### src/rtl/rs_issue_scheduler.sv
// Tomasulo add/sub reservation station: allocates into free slots, wakes operands from the CDB, issues oldest-ready.
// Issue register loads one edge after a slot is ready and holds while !iss_ready; `RS_STALL_CNT_EN adds stall counters.
module rs_issue_scheduler #(
  parameter int NUM_ENTRIES = 4,
  parameter int DATA_W      = 16,
  parameter int TAG_W       = 3,
  parameter int FUNC_W      = 5
) (
  input  logic                           clk1,
  input  logic                           rst_n,
  input  logic                           flush,
  input  logic                           disp_valid,
  output logic                           disp_ready,
  input  logic [FUNC_W-1:0]              disp_func,
  input  logic [TAG_W-1:0]               disp_rob,
  input  logic [DATA_W-1:0]              disp_v1,
  input  logic [DATA_W-1:0]              disp_v2,
  input  logic [TAG_W-1:0]               disp_q1,
  input  logic [TAG_W-1:0]               disp_q2,
  input  logic                           disp_p1,
  input  logic                           disp_p2,
  input  logic                           cdb_valid,
  input  logic [TAG_W-1:0]               cdb_tag,
  input  logic [DATA_W-1:0]              cdb_data,
  output logic                           iss_valid,
  input  logic                           iss_ready,
  output logic [FUNC_W-1:0]              iss_func,
  output logic [TAG_W-1:0]               iss_rob,
  output logic [DATA_W-1:0]              iss_op1,
  output logic [DATA_W-1:0]              iss_op2,
  output logic [$clog2(NUM_ENTRIES):0]   occupancy
`ifdef RS_STALL_CNT_EN
  ,
  output logic [15:0]                    stall_disp_cnt,
  output logic [15:0]                    stall_iss_cnt
`endif
);
  localparam int IDX_W = $clog2(NUM_ENTRIES);
  localparam int OCC_W = $clog2(NUM_ENTRIES) + 1;

  logic [NUM_ENTRIES-1:0] valid, p1, p2, rdy, sel, valid_nxt;
  logic [FUNC_W-1:0]      func [NUM_ENTRIES];
  logic [TAG_W-1:0]       rob  [NUM_ENTRIES];
  logic [TAG_W-1:0]       q1   [NUM_ENTRIES];
  logic [TAG_W-1:0]       q2   [NUM_ENTRIES];
  logic [DATA_W-1:0]      v1   [NUM_ENTRIES];
  logic [DATA_W-1:0]      v2   [NUM_ENTRIES];
  // age[i][j] set means slot i was allocated before slot j
  logic [NUM_ENTRIES-1:0] age  [NUM_ENTRIES];
  logic [IDX_W-1:0]       free_idx, sel_idx;
  logic                   disp_fire, iss_fire, cap1, cap2;

  assign rdy       = valid & ~p1 & ~p2;
  assign disp_fire = disp_valid & disp_ready;
  assign iss_fire  = (~iss_valid | iss_ready) & (|rdy);
  assign cap1      = cdb_valid & disp_p1 & (disp_q1 == cdb_tag);
  assign cap2      = cdb_valid & disp_p2 & (disp_q2 == cdb_tag);

  always_comb begin
    free_idx = '0;
    for (int i = NUM_ENTRIES - 1; i >= 0; i--)
      if (!valid[i]) free_idx = IDX_W'(i);
  end

  // A ready slot wins only if it is older than every other ready slot.
  always_comb begin
    sel     = '0;
    sel_idx = '0;
    for (int i = 0; i < NUM_ENTRIES; i++) begin
      if (rdy[i] && (&(age[i] | ~rdy | (NUM_ENTRIES'(1) << i)))) begin
        sel[i]  = 1'b1;
        sel_idx = IDX_W'(i);
      end
    end
  end

  always_comb begin
    valid_nxt = valid;
    if (iss_fire)  valid_nxt = valid_nxt & ~sel;
    if (disp_fire) valid_nxt[free_idx] = 1'b1;
  end

  always_comb begin
    occupancy = '0;
    for (int i = 0; i < NUM_ENTRIES; i++)
      occupancy = occupancy + OCC_W'(valid[i]);
  end

  always_ff @(posedge clk1 or negedge rst_n) begin
    if (!rst_n) begin
      valid      <= '0;
      p1         <= '0;
      p2         <= '0;
      disp_ready <= 1'b0;
      iss_valid  <= 1'b0;
      iss_func   <= '0;
      iss_rob    <= '0;
      iss_op1    <= '0;
      iss_op2    <= '0;
      for (int i = 0; i < NUM_ENTRIES; i++) begin
        func[i] <= '0;
        rob[i]  <= '0;
        q1[i]   <= '0;
        q2[i]   <= '0;
        v1[i]   <= '0;
        v2[i]   <= '0;
        age[i]  <= '0;
      end
    end else if (flush) begin
      valid      <= '0;
      disp_ready <= 1'b1;
      iss_valid  <= 1'b0;
    end else begin
      valid      <= valid_nxt;
      disp_ready <= ~(&valid_nxt);
      for (int i = 0; i < NUM_ENTRIES; i++) begin
        if (valid[i] && cdb_valid) begin
          if (p1[i] && q1[i] == cdb_tag) begin
            v1[i] <= cdb_data;
            p1[i] <= 1'b0;
          end
          if (p2[i] && q2[i] == cdb_tag) begin
            v2[i] <= cdb_data;
            p2[i] <= 1'b0;
          end
        end
      end
      if (disp_fire) begin
        func[free_idx] <= disp_func;
        rob[free_idx]  <= disp_rob;
        q1[free_idx]   <= disp_q1;
        q2[free_idx]   <= disp_q2;
        v1[free_idx]   <= cap1 ? cdb_data : disp_v1;
        v2[free_idx]   <= cap2 ? cdb_data : disp_v2;
        p1[free_idx]   <= disp_p1 & ~cap1;
        p2[free_idx]   <= disp_p2 & ~cap2;
        age[free_idx]  <= '0;
        for (int j = 0; j < NUM_ENTRIES; j++)
          age[j][free_idx] <= valid[j];
      end
      if (iss_fire) begin
        iss_valid <= 1'b1;
        iss_func  <= func[sel_idx];
        iss_rob   <= rob[sel_idx];
        iss_op1   <= v1[sel_idx];
        iss_op2   <= v2[sel_idx];
      end else if (iss_ready) begin
        iss_valid <= 1'b0;
      end
    end
  end

`ifdef RS_STALL_CNT_EN
  always_ff @(posedge clk1 or negedge rst_n) begin
    if (!rst_n) begin
      stall_disp_cnt <= '0;
      stall_iss_cnt  <= '0;
    end else if (flush) begin
      stall_disp_cnt <= '0;
      stall_iss_cnt  <= '0;
    end else begin
      if (disp_valid && !disp_ready && stall_disp_cnt != 16'hFFFF)
        stall_disp_cnt <= stall_disp_cnt + 16'd1;
      if (iss_valid && !iss_ready && stall_iss_cnt != 16'hFFFF)
        stall_iss_cnt <= stall_iss_cnt + 16'd1;
    end
  end
`endif

endmodule

### config.mk
export PLATFORM = sky130hd
export DESIGN_NAME = rs_issue_scheduler
export DESIGN_NICKNAME = d
export VERILOG_FILES = /design/src/rtl/rs_issue_scheduler.sv
export SDC_FILE = /design/constraint.sdc
export NUM_CORES = 1
export LEC_CHECK = 0
export CORE_UTILIZATION = 57
export DETAILED_ROUTE_END_ITERATION = 10
export PLACE_DENSITY_LB_ADDON = 0.25
export RECOVER_POWER = 25
export SLEW_MARGIN = 20
export SYNTH_ARGS = -nofsm -noshare
export SYNTH_HDL_FRONTEND = slang
export SYNTH_SLANG_ARGS = --single-unit
### constraint.sdc
create_clock -name clk1 -period 2.8 [get_ports clk1]
set_input_delay 0.56 -clock clk1 [delete_from_list [all_inputs] [get_ports clk1]]
set_output_delay 0.56 -clock clk1 [all_outputs]
set_load 0.1 [all_outputs]
; Word-level counts from Yosys, hierarchy flattened
; Index checks and enable logic that the tools add are counted.
[word_totals]
inputBits = 73
word_cells = 218
output_inout_bits = 45
register_bits = 254
[classes]
n_reduce_logical = 27
n_lt_le_gt_ge = 5
n_mux = 106
bitwise_logic = 30
addsub = 3
n_eq_ne = 10
[op_table]
columns = operator, count
row1 = 2-to-1 mux 16 bit, 31
row2 = bitwise mux 64 bit, 2
row3 = 2-to-1 mux 64 bit, 2
row4 = binary-select mux 16 bit (select 2 bit), 2
row5 = bitwise mux 12 bit, 3
row6 = 2-to-1 mux 1 bit, 34
row7 = demux 16 bit (select 2 bit), 1
row8 = == test 3 bit, 10
row9 = bitwise mux 4 bit, 6
row10 = 2-to-1 mux 4 bit, 6
row11 = bitwise mux 20 bit, 1
row12 = logical AND 1 bit, 18
row13 = AND 16 bit, 1
row14 = NOT 16 bit, 1
row15 = NOT 4 bit, 4
row16 = bitwise OR 4 bit, 4
row17 = 2-to-1 mux 5 bit, 3
row18 = AND 4 bit, 3
row19 = 2-to-1 mux 2 bit, 6
row20 = AND reduction 3 bit, 4
row21 = binary-select mux 5 bit (select 2 bit), 1
row22 = demux 5 bit (select 2 bit), 1
row23 = 2-to-1 mux 3 bit, 3
row24 = AND 1 bit, 8
row25 = 19 further kinds, 26

; Depth between registers and ports, before layout
[depth]
depth_word = 16
mapped_depth = 10
mapped_depth_nobuf = 7

; Worst setup path before layout
; No wires, ideal clock.
[synth_timing]
path_type = register -> output
start = register valid[0]
end = output occupancy[1]
path_buffers = 2
t_required_ps = 2240
path_stages_with_launch = 8
arrival_ps = 2462
setup_slack_ps = -222
cell_sequence = dfrtp_1 -> buf_2 -> clkbuf_1 -> inv_1 -> fa_1 -> inv_1 -> ha_1 -> ha_1
[synth_between]
elab_chain_cells = 3
[synth_rtl]
columns = element, line
row1 = "start, declared", 41  ; logic [NUM_ENTRIES-1:0] valid, p1, p2, rdy, sel, valid_nxt;
row2 = "start signal, assigned", 114  ; valid <= valid_nxt;
row3 = adder 1 x 1 -> 2 bit, 86  ; occupancy = occupancy + OCC_W'(valid[i]);
row4 = adder 2 x 1 -> 3 bit, 86
row5 = adder 3 x 1 -> 3 bit, 86
row6 = "end, declared", 31  ; output logic [$clog2(NUM_ENTRIES):0] occupancy
; Every way passes these cells.

; Worst setup path after layout
; Same ends and word-level chain as after synthesis.

==> metrics.txt <==
max-slew violation count=59; Tmin final=~2.7 ns; H-Tree Depth=1; Worst EP required=2.24 ns; maximum VDD drop=~1.0 mV; final setup violation count=0; multiplexer area fraction after synthesis=roughly 1.4%; Max-slew headroom=-16.73%; Slew @ Worst Pin=roughly 1.8 ns; final net count=between 1500 and 2000; row cnt=between 50 and 60; register area=0.006259 mm²; CP max stage cell=fa_1; final core occ=about 72%; DR iter-0 viols=between 1000 and 1500; Layout area overhead=24.56%; Die Span Y=around 150 µm; total CTS buffers=26; most common cell after layout, fill and taps aside=nand2_1; Syn Area/Cell=~8.9 µm²; post-synth cell types=approximately 50; largest net degree at the start of global routing=81; post-synthesis compound-gate area fraction=a little under a fifth; Worst setup EP type=primary output; Final ANT Viol Nets=0; Syn Nets=1400; CP max FO=4; Starting Density=between 50% and 60%; Largest stage delay, worst path=between 0.5 and 0.6 ns; RSZ-0062 raised after global routing=no; post-synthesis sequential area ratio=53.15%; vias in the first global route=around 11000; multi-input combinational cell area=~0.005 mm²; number of max-cap violations=1; commonest cells after routing, fill and taps aside=nand2_1, dfrtp_1, nor2_1, o22ai_1, buf_4; Max Freq=roughly 370 MHz; Die Span X=about 150 µm; # IOs=between 100 and 150; EDFF count, synth=0; FFs w/ async S/R, synth=100.0%; CP Data Arrival Time=2.13 ns; Post-DP Area=~0.014 mm²; Fill cells=between 1000 and 1500; DRC viols=0; DRT Pass-1 Iters=6; Synth Area in Adders=0.4890%; share of post-route cells with drive strength above 1=13.67%; port buffer count=117; hold path depth=2; die area=0.02123 mm²; pwr/cell area=between 800 and 900 mW/mm²; Hold Violations, Final=0; Congestion Overflow GR=0; Top FF cell, synth=dfrtp_1; synthesized area=roughly 0.012 mm²; delay-heaviest family, CP=adder cells; crit path kind=reg -> out; fin area=0.01466 mm²; Pleak=~6.6 nW; crit-path cells=inv_2 -> fa_1 -> inv_1 -> ha_2 -> ha_4 -> buf_12; number of antenna violations at the first check in global routing=1; Yosys warning count=0; DR WL/cell=a little over 20 µm; Post-Route WL=approximately 36000 µm; first-pass GRT wire length=about 58000 µm; Clock Path Buffers=3; CTS root buffer=clkbuf_16; TritonCTS clock tree=yes; CP Launch Type=flop; CP bufs+invs=3; post-synthesis xor/xnor area fraction=under 10%; aggregate global-route resource usage=between 30% and 40%; largest family of logic cells by synthesized area=simple AND/OR/NAND/NOR gates; Worst-Skew Late Latency=between 0.5 and 0.6 ns; failing checks=max-capacitance violations, max-slew violations; Tot Pwr=about 13 mW; clock sinks=250; routability cong.=0.9043; Worst Hold Class=reg -> reg; post-DR vias/cell=around 6.3; post-DP HPWL=roughly 23000 µm; Post-Synth Simple-Gate Area=20.08%; clk_skew=around 0.02 ns; R2R cell count=6; Final period util=a little over nine tenths; flops & latches, synth=between 200 and 300; status=finished with violations; Reg clk slew, reported paths=about 0.060 ns; stages on the worst setup path=6; Core Area=a little over 0.02 mm²; DR vias=between 10000 and 15000; Post-Synthesis Cells=about 1300
[tightest hold or removal path: cells and delay by family (launching register included)]
family	cells	cell delay, ns
and+or+nand+nor	2	0.10
DFF	1	0.34
[where the power goes]
group	switching [mW]	leakage, nW	total [mW]	internal (mW)
Sequential	0.531	3.07	4.97	4.44
Combinational	3.15	3.11	4.35	1.20
Clock	1.47	0.461	3.80	2.33
[per-layer routing]
metal  GRT usage, %  vias up  part of all wire [%]
li1               -     4874                     -
met1          47.91     5367                    40
met2          52.08      702                    45
met4          14.79        0                   4.0
met3          7.085      128                    11
met5              0        -                     0
[cells in the mapped netlist (2+ instances only)]
cell type | number | share of area [%]
mux2_2 | 15 | 1.4
xnor2_1 | 6 | 0.45
a31o_2 | 2 | 0.15
nor4b_1 | 4 | 0.30
a22oi_1 | 4 | 0.26
a32oi_1 | 3 | 0.22
nand3_1 | 8 | 0.34
buf_2 | 20 | 0.85
buf_8 | 4 | 0.51
o21ai_1 | 36 | 1.5
o21ai_0 | 17 | 0.72
clkbuf_8 | 4 | 0.47
nor4_1 | 10 | 0.53
inv_1 | 22 | 0.70
buf_1 | 2 | 0.064
xor2_1 | 24 | 1.8
ha_1 | 3 | 0.32
nand3b_1 | 3 | 0.19
o22ai_2 | 2 | 0.21
clkbuf_1 | 51 | 1.6
dfrtp_1 | 250 | 53
o22a_1 | 40 | 3.0
nor2_1 | 203 | 6.5
o22ai_1 | 132 | 7.0
or4_1 | 3 | 0.19
nand4_1 | 4 | 0.21
a31oi_1 | 40 | 2.1
nand2b_1 | 2 | 0.11
buf_6 | 2 | 0.19
o21a_1 | 2 | 0.13
o21ai_2 | 3 | 0.22
nand2_1 | 328 | 10
nor3_1 | 3 | 0.13
nor3b_1 | 3 | 0.19
and4b_1 | 2 | 0.17
a21o_1 | 5 | 0.32
a21oi_1 | 43 | 1.8
or4b_2 | 5 | 0.43
[layout make-up]
| class | count | area share (%) |
|---|---|---|
| clock buffers | 35 | 5.078 |
| flip-flops and latches | 250 | 42.69 |
| clock inverters | 13 | 1.425 |
| well taps | 270 | 2.304 |
| repair buffers | 190 | 13.50 |
| multi-input cells | 967 | 34.39 |
| diodes | 1 | 0.01707 |
| inverters | 23 | 0.5889 |
[path summary, 6_finish.rpt]
| check | from | slack [ns] | to |
|---|---|---|---|
| setup / recovery | valid[0]$_DFF_PN0_ | 0.11 | occupancy[1] |
| hold / removal | rob[7]$_DFFE_PN0P_ | 0.48 | rob[7]$_DFFE_PN0P_ |
| setup reg to reg | p1[2]$_DFFE_PN0N_ | 0.22 | iss_func[0]$_DFFE_PN0P_ |
| hold reg to reg | rob[7]$_DFFE_PN0P_ | 0.48 | rob[7]$_DFFE_PN0P_ |
| max in group asynchronous | rst_n | 0.63 | v1[48]$_DFFE_PN0N_ |
| min in group asynchronous | rst_n | 1.03 | age[2]$_DFFE_PN0P_ |
[cell families after synthesis]
| family | count (synthesis) |
|---|---|
| xor+xnor | 30 |
| fa+ha+maj | 4 |
| mux | 15 |
| compound gates | 335 |
| simple gates | 583 |
| flops | 250 |
| buf+inv | 106 |
[stage by stage]
stage	std cells	setup slack, ns	hold WS [ns]	TNS, ns
2_1_floorplan	1323	-0.0001279	0.2644	-0.0001279
5_1_grt	1748	0.02731	0.5070	0
3_3_place_gp	1695	0.09350	0.4566	0
4_1_cts	1745	0.007259	0.4783	0
6_report	1749	0.1051	0.4751	0
3_5_place_dp	1695	-0.005308	0.4629	-0.005308
[flip-flops by register name, summed over array words and instances, names as in the netlist]
name,flops
v1,64
v2,64
func,20
iss_op1,16
iss_op2,16
age,12
q1,12
q2,12
rob,12
iss_func,5
p1,4
p2,4
valid,4
iss_rob,3
disp_ready,1
iss_valid,1
[what timing repair did]
item | in CTS | in global routing
pin swaps | 0 | 0
endpoints found under the hold margin | 49 | 0
setup buffers | 1 | 3
setup endpoints to repair | 1 | 1
hold buffers | 1 | 0
gates resized for setup | 2 | 3
Note: power is estimated with default switching activity, not from simulation.
